`src/rtl/passion_week_sequencer.sv`:
```
// Passion-week stimulus generator: walks a 14-step half-day week and drives one
// sequence of event pulses. Optional build macro PASSION_REPEAT_EN reruns it weekly.
module passion_week_sequencer #(
  parameter int CRUCIFY_DAY = 3
) (
  input  logic       i_clk,
  input  logic       i_reset_n,
  input  logic       i_ce,
  input  logic       i_start,
  output logic [3:0] o_time_of_week,
  output logic       o_sabbath,
  output logic       o_preparation_day,
  output logic       o_last_supper,
  output logic       o_gethsemane,
  output logic       o_crucifixion,
  output logic       o_prepare_spices,
  output logic       o_request_guards,
  output logic       o_resurrection,
  output logic       o_tomb_visit,
  output logic       o_busy,
  output logic       o_done
);

  localparam int         C            = CRUCIFY_DAY;
  localparam logic [3:0] SUPPER_STEP  = 4'(2 * C - 1);
  localparam logic [3:0] TOMB_SABBATH = 4'(2 * C + 3);
  localparam logic [3:0] RISEN_STEP   = 4'((2 * C + 8) % 14);
  localparam logic [3:0] PREP_STEP    = 4'd11;
  localparam logic [3:0] VISIT_STEP   = 4'd1;
  localparam logic [3:0] LAST_STEP    = 4'd13;
  localparam logic [2:0] SABBATH_DAY  = 3'd6;

  // State names the phase of the step currently on the outputs.
  typedef enum logic [2:0] {
    IDLE, WAIT, SUPPER, GARDEN, CROSS, TOMB, RISEN, DONE
  } state_e;

  typedef struct packed {
    logic sabbath;
    logic preparation_day;
    logic last_supper;
    logic gethsemane;
    logic crucifixion;
    logic prepare_spices;
    logic request_guards;
    logic resurrection;
    logic tomb_visit;
    logic busy;
  } out_t;

  state_e     state_q, state_d;
  logic [3:0] step_q, step_d;
  out_t       out_q, out_d;
  logic       spiced_q, spiced_d;
  logic       guard_pend_q, guard_pend_d;
  logic       guarded_q, guarded_d;
  logic       accept;
  logic       day_step;
  logic       spice_ok;

  always_comb begin
    // NOTE: every target gets a default before any branch, so no latch is inferred.
    step_d       = (step_q == LAST_STEP) ? 4'd0 : step_q + 4'd1;
    state_d      = state_q;
    spiced_d     = spiced_q;
    guard_pend_d = guard_pend_q;
    guarded_d    = guarded_q;
    out_d        = '0;

    day_step = step_d[0];
    accept   = (state_q == IDLE) && !out_q.busy && i_start;

    // The two steps right after the crucifixion form the extra sabbath.
    out_d.sabbath = (step_d[3:1] == SABBATH_DAY) || (state_q == CROSS) ||
                    ((state_q == TOMB) && (step_d == TOMB_SABBATH));
    spice_ok      = !spiced_q && day_step && !out_d.sabbath;

    if (guard_pend_q && day_step) begin
      out_d.request_guards = 1'b1;
      guard_pend_d         = 1'b0;
      guarded_d            = 1'b1;
    end

    unique case (state_q)
      IDLE, WAIT: begin
        if (accept || (state_q == WAIT)) begin
          if (step_d == SUPPER_STEP) begin
            out_d.last_supper = 1'b1;
            state_d           = SUPPER;
          end else begin
            state_d = WAIT;
          end
        end
      end
      SUPPER: begin
        out_d.gethsemane = 1'b1;
        state_d          = GARDEN;
      end
      GARDEN: begin
        out_d.crucifixion = 1'b1;
        guard_pend_d      = 1'b1;
        state_d           = CROSS;
      end
      CROSS: state_d = TOMB;
      TOMB: begin
        if (step_d == RISEN_STEP) begin
          out_d.resurrection = 1'b1;
          state_d            = RISEN;
        end else if (spice_ok) begin
          out_d.prepare_spices = 1'b1;
          spiced_d             = 1'b1;
        end
      end
      RISEN, DONE: begin
        state_d = DONE;
        if (spice_ok) begin
          out_d.prepare_spices = 1'b1;
          spiced_d             = 1'b1;
        end
        // A visit that is not yet possible simply waits for a later Sunday.
        if ((step_d == VISIT_STEP) && spiced_d && guarded_d) begin
          out_d.tomb_visit = 1'b1;
          spiced_d         = 1'b0;
          guarded_d        = 1'b0;
`ifdef PASSION_REPEAT_EN
          state_d          = WAIT;
`else
          state_d          = IDLE;
`endif
        end
      end
      default: state_d = IDLE;
    endcase

    out_d.preparation_day = (step_d == PREP_STEP) || out_d.crucifixion;
    out_d.busy            = (state_d != IDLE) || out_d.tomb_visit;
  end

  always_ff @(posedge i_clk) begin
    // NOTE: synchronous reset wins over i_ce; state is written non-blocking only.
    if (!i_reset_n) begin
      state_q      <= IDLE;
      step_q       <= 4'd0;
      out_q        <= '0;
      spiced_q     <= 1'b0;
      guard_pend_q <= 1'b0;
      guarded_q    <= 1'b0;
    end else if (i_ce) begin
      state_q      <= state_d;
      step_q       <= step_d;
      out_q        <= out_d;
      spiced_q     <= spiced_d;
      guard_pend_q <= guard_pend_d;
      guarded_q    <= guarded_d;
    end
  end

  assign o_time_of_week    = step_q;
  assign o_sabbath         = out_q.sabbath;
  assign o_preparation_day = out_q.preparation_day;
  assign o_last_supper     = out_q.last_supper;
  assign o_gethsemane      = out_q.gethsemane;
  assign o_crucifixion     = out_q.crucifixion;
  assign o_prepare_spices  = out_q.prepare_spices;
  assign o_request_guards  = out_q.request_guards;
  assign o_resurrection    = out_q.resurrection;
  assign o_tomb_visit      = out_q.tomb_visit;
  assign o_busy            = out_q.busy;
  assign o_done            = out_q.tomb_visit;

endmodule
```
`config.mk`:
```
export PLATFORM = sky130hd
export DESIGN_NAME = passion_week_sequencer
export DESIGN_NICKNAME = d
export VERILOG_FILES = /design/src/rtl/passion_week_sequencer.sv
export SDC_FILE = /design/constraint.sdc
export NUM_CORES = 1
export LEC_CHECK = 0
export BUFFER_PORTS_ARGS = -buffer_cell sky130_fd_sc_hd__buf_2
export CAP_MARGIN = 20
export CORE_ASPECT_RATIO = 0.9
export CORE_MARGIN = 2
export CORE_UTILIZATION = 56
export CTS_CLUSTER_DIAMETER = 30
export DETAILED_ROUTE_END_ITERATION = 6
export PLACE_DENSITY_LB_ADDON = 0.05
export REMOVE_ABC_BUFFERS = 1
export SYNTH_ARGS = -nofsm -noshare
export SYNTH_HDL_FRONTEND = slang
export SYNTH_SLANG_ARGS = --single-unit
```
`constraint.sdc`:
```
create_clock -name i_clk -period 2.2 [get_ports i_clk]
set_clock_uncertainty 0.05 [all_clocks]
set_input_delay 0.44 -clock i_clk [delete_from_list [all_inputs] [get_ports i_clk]]
set_output_delay 0.44 -clock i_clk [all_outputs]
set_load 0.05 [all_outputs]
```
==> flow_metrics.py <==
metrics = {
    "outcome": {
        "outcome": "complete, no violations",
    },
    "critical_path": {
        "cp.required_ns": 1.71,
        "crit_path_cell_trace": "buf_2",
        "timing.critical_path.arrival_ns": 1.34,
        "path_buf_inv": 1,
        "crit_path_max_incr_delay_ns": 0.67,
        "crit_path_end_kind": "output port",
        "critical_path.reg2reg.endpoint": "state_q[1]",
        "timing.setup.critical_path_class": "flip-flop to output port",
        "timing.reg2reg.worst_path_depth": 4,
        "ff2ff_setup_slack_ns": 0.71,
        "critical_path_peak_fanout": 14,
        "worstReg2RegStart": "o_time_of_week[0]",
        "start_kind": "flip-flop",
        "cpMaxStageDelayCell": "sky130_fd_sc_hd__dfxtp_1",
        "cp_top_family": "flip-flops",
    },
    "global_route": {
        "antenna_found_initial": 0,
        "grt_util_all_layers_pct": 21.9,
        "grt_overflow_total": 0,
        "grt_first_pass_wirelength_um": 3230,
        "maximum_number_of_pins_on_one_net_before_global_route_repair": 19,
        "first_global_vias": 707,
    },
    "sta": {
        "fmaxAchievable_mhz": 546,
        "finalMaxSlewViolations": 0,
        "finalSetupViolCount": 0,
        "grt_setup_unrepaired": "no",
        "worst_pin_slew_ns": 0.528,
        "final.min_clock_period_ns": 1.83,
        "timing.max_slew.rel_slack_pct": 64.8,
        "final_min_period_over_clock_period_pct": 83.2,
        "setup-tns-final_ns": 0,
        "count_of_final_hold_check_violations": 0,
    },
    "detailed_routing": {
        "route.detailed.vias_per_inst": 5.61,
        "detailroute.via_count": 841,
        "wirelength_um": 1960,
        "drtIter0Drc": 15,
        "postRouteAntennaNets": 0,
        "drt-wirelength-per-cell_um": 13.1,
        "detail_route.drc_violations": 0,
        "pre_antenna_drt_iters": 4,
    },
    "clocking": {
        "max-clock-path-buffers": 2,
        "tritoncts_num_sinks": 20,
        "tritoncts": "done",
        "clk_pin_slew_ns": 0.12,
        "ctsRootBufferMaster": "sky130_fd_sc_hd__clkbuf_4",
        "post_cts.resized_instances": 0,
        "clk-insertion-delay-late_ns": 0.30,
        "post_cts.repair.setup_buffers": 0,
        "cts_hold_buf": 0,
        "cts_htree_levels": 1,
        "cts-buffers-inserted": 3,
    },
    "floorplan": {
        "io-pin-count": 19,
        "initial_core_util_pct": 58.6,
        "rows": 14,
        "fp.dieH_um": 43.6,
        "design.core.area_sq_um": 1660,
        "floorplan.die_area_sq_um": 2090,
        "dieWidth_um": 48.0,
    },
    "logic_synthesis": {
        "most_area_consuming_cells_after_synthesis": "sky130_fd_sc_hd__dfxtp_1 41%, sky130_fd_sc_hd__a21oi_1 7.7%, sky130_fd_sc_hd__nand2_1 4.2%",
        "syn_avg_cell_area_sq_um": 8.56,
        "synth.distinct_cells": 38,
        "synth_cells": 114,
        "mappedNetlistArea_sq_um": 976,
        "synth_top_cell_by_area": "sky130_fd_sc_hd__dfxtp_1",
        "number_of_register_bits_inferred_by_synthesis": 20,
        "post-synth-top-area-fraction_pct": 41.0,
        "yosys_warn_count": 0,
        "yosysSeqAreaShare_pct": 41.0,
    },
    "power_and_ir_drop": {
        "static-leakage-power_nw": 0.429,
        "power_frac_seq_pct": 50.2,
        "clkPwrFrac_pct": 38.1,
        "powerDensity_nw_per_um2": 720,
        "proportion_of_total_power_due_to_net_switching_pct": 25.0,
        "internal_power_mw": 0.588,
        "power.net_switching_mw": 0.196,
        "power.ir.vdd_worst_uv": 565,
        "share_comb_of_total_power_pct": 11.7,
    },
    "placement": {
        "number_of_placed_cells_counting_well_taps": 146,
        "place.gp.congestion": 0.776,
        "count_of_input_and_output_buffers": 18,
        "hpwl_um": 1330,
    },
    "min_path": {
        "hold_class": "input pin to flip-flop",
        "worst_hold_path.num_cells": 3,
        "holdCritStartpoint": "i_reset_n",
        "min_to": "state_q[0]",
    },
    "job": {
        "max_cap_viol_count": 0,
    },
    "cells_and_area": {
        "syn2layout_area_growth_pct": 11.5,
        "instances_no_fill": 150,
        "nNetsFinal": 131,
        "diodes": 0,
        "layout_cells_sized_above_1_pct": 22.2,
    },
}
[area by class of cell]
cell class	count	area, sq um
fill	153	576
sequential	20	400
clock buffer	3	22.5
tap	24	30.0
multi-input combinational	81	504
clock inverter	1	30.0
timing repair buffer	18	90.1
inverter	3	11.3
[flip-flops by register name (all words and copies together), names as in the netlist]
signal             cells
o_time_of_week         4
state_q                3
guard_pend_q           1
guarded_q              1
o_busy                 1
o_crucifixion          1
o_done                 1
o_gethsemane           1
o_last_supper          1
o_preparation_day      1
o_prepare_spices       1
o_request_guards       1
o_resurrection         1
o_sabbath              1
spiced_q               1
[cell usage in the layout (no fill, tap or decap), types with 2 or more instances in the layout]
| cell | instances |
|---|---|
| sky130_fd_sc_hd__dfxtp_1 | 20 |
| sky130_fd_sc_hd__buf_2 | 18 |
| sky130_fd_sc_hd__a21oi_1 | 15 |
| sky130_fd_sc_hd__nand2_1 | 11 |
| sky130_fd_sc_hd__nor2_1 | 9 |
| sky130_fd_sc_hd__o21ai_0 | 5 |
| sky130_fd_sc_hd__nand3_1 | 5 |
| sky130_fd_sc_hd__a31oi_1 | 4 |
| sky130_fd_sc_hd__nor2b_1 | 3 |
| sky130_fd_sc_hd__nand2b_1 | 3 |
| sky130_fd_sc_hd__clkbuf_4 | 3 |
| sky130_fd_sc_hd__inv_1 | 2 |
| sky130_fd_sc_hd__a211oi_1 | 2 |
| sky130_fd_sc_hd__and3_1 | 2 |
| sky130_fd_sc_hd__nand4_1 | 2 |
[metrics by stage]
step | total power, mW | instance area [sq um] | setup slack, ns | util, % | hold slack (ns)
after detailed placement | 0.492 | 1040 | 0.629 | 62.3 | 0.407
after global placement | 0.491 | 1040 | 0.669 | 62.3 | 0.400
after CTS | 0.794 | 1090 | 0.358 | 65.4 | 0.372
after global routing | 0.815 | 1090 | 0.307 | 65.4 | 0.378
final | 0.784 | 1090 | 0.370 | 65.4 | 0.384
after floorplan | 0.466 | 916 | 0.594 | - | 0.379
[Yosys cell counts]
| library cell | instances |
|---|---|
| sky130_fd_sc_hd__nand2_1 | 11 |
| sky130_fd_sc_hd__o221a_1 | 1 |
| sky130_fd_sc_hd__a22oi_1 | 1 |
| sky130_fd_sc_hd__clkinv_1 | 1 |
| sky130_fd_sc_hd__a211oi_1 | 2 |
| sky130_fd_sc_hd__nand3_1 | 5 |
| sky130_fd_sc_hd__o31ai_1 | 1 |
| sky130_fd_sc_hd__o21a_1 | 1 |
| sky130_fd_sc_hd__buf_6 | 1 |
| sky130_fd_sc_hd__nor3_4 | 1 |
| sky130_fd_sc_hd__inv_1 | 2 |
| sky130_fd_sc_hd__o22ai_1 | 1 |
| sky130_fd_sc_hd__nor4_4 | 1 |
| sky130_fd_sc_hd__nand4b_1 | 1 |
| sky130_fd_sc_hd__nand2b_1 | 3 |
| sky130_fd_sc_hd__buf_2 | 6 |
| sky130_fd_sc_hd__or2b_1 | 1 |
| sky130_fd_sc_hd__nand4_1 | 2 |
| sky130_fd_sc_hd__a31oi_1 | 4 |
| sky130_fd_sc_hd__clkbuf_1 | 1 |
| sky130_fd_sc_hd__and2b_1 | 1 |
| sky130_fd_sc_hd__dfxtp_1 | 20 |
| sky130_fd_sc_hd__o2111a_1 | 1 |
| sky130_fd_sc_hd__o31ai_2 | 1 |
| sky130_fd_sc_hd__nor2_1 | 9 |
| sky130_fd_sc_hd__buf_4 | 2 |
| sky130_fd_sc_hd__o211ai_1 | 1 |
| sky130_fd_sc_hd__mux2i_1 | 1 |
| sky130_fd_sc_hd__a32oi_1 | 1 |
| sky130_fd_sc_hd__o21ai_0 | 5 |
| sky130_fd_sc_hd__nor2_2 | 1 |
| sky130_fd_sc_hd__a21boi_0 | 1 |
| sky130_fd_sc_hd__a21oi_1 | 15 |
| sky130_fd_sc_hd__nor2b_1 | 3 |
| sky130_fd_sc_hd__nor2b_4 | 1 |
| sky130_fd_sc_hd__a221oi_2 | 1 |
| sky130_fd_sc_hd__nor3b_1 | 1 |
| sky130_fd_sc_hd__and3_1 | 2 |
[per-layer routing]
layer | wire length (um) | vias to the layer above | track usage [%]
met2 | 903 | 19 | 31.7
li1 | - | 436 | -
met1 | 972 | 384 | 31.4
met5 | 0 | - | 0
met4 | 13 | 0 | 8.11
met3 | 72 | 2 | 5.00
[worst min-delay path, cell delays in order]
cell,delay [ns]
sky130_fd_sc_hd__buf_2,0.14
sky130_fd_sc_hd__o21ai_0,0.07
sky130_fd_sc_hd__a21oi_1,0.04
[cells by family (layout without fill, tap and decap cells)]
| family | Yosys count | count (layout) | synth area share, % |
|---|---|---|---|
| buffers and inverters | 13 | 25 | 7.31 |
| AO/OA/AOI/OAI | 37 | 37 | 24.9 |
| flip-flops | 20 | 20 | 41.0 |
| AND/OR/NAND/NOR | 43 | 43 | 25.8 |
| multiplexers | 1 | 1 | 1.03 |
[power by group through the flow]
stage	Clock [mW]	Sequential (mW)	Combinational, mW
final	0.299	0.394	0.0914
after global routing	0.319	0.397	0.100
after CTS	0.308	0.394	0.0916
after detailed placement	0	0.401	0.0909
after global placement	0	0.401	0.0899
after floorplan	0	0.420	0.0467
[how the worst max path moves through the flow]
stage	start	depth (start not counted)	slack, ns	to
2_1_floorplan	o_time_of_week[0]	4	0.59	spiced_q
3_3_place_gp	i_ce	4	0.67	state_q[1]
3_5_place_dp	i_ce	4	0.63	state_q[1]
4_1_cts	o_time_of_week[0]	1	0.36	o_time_of_week[0]
5_1_grt	o_time_of_week[0]	1	0.31	o_time_of_week[0]
6_report	o_time_of_week[0]	1	0.37	o_time_of_week[0]
No activity file was read; power rests on OpenSTA's default activity.
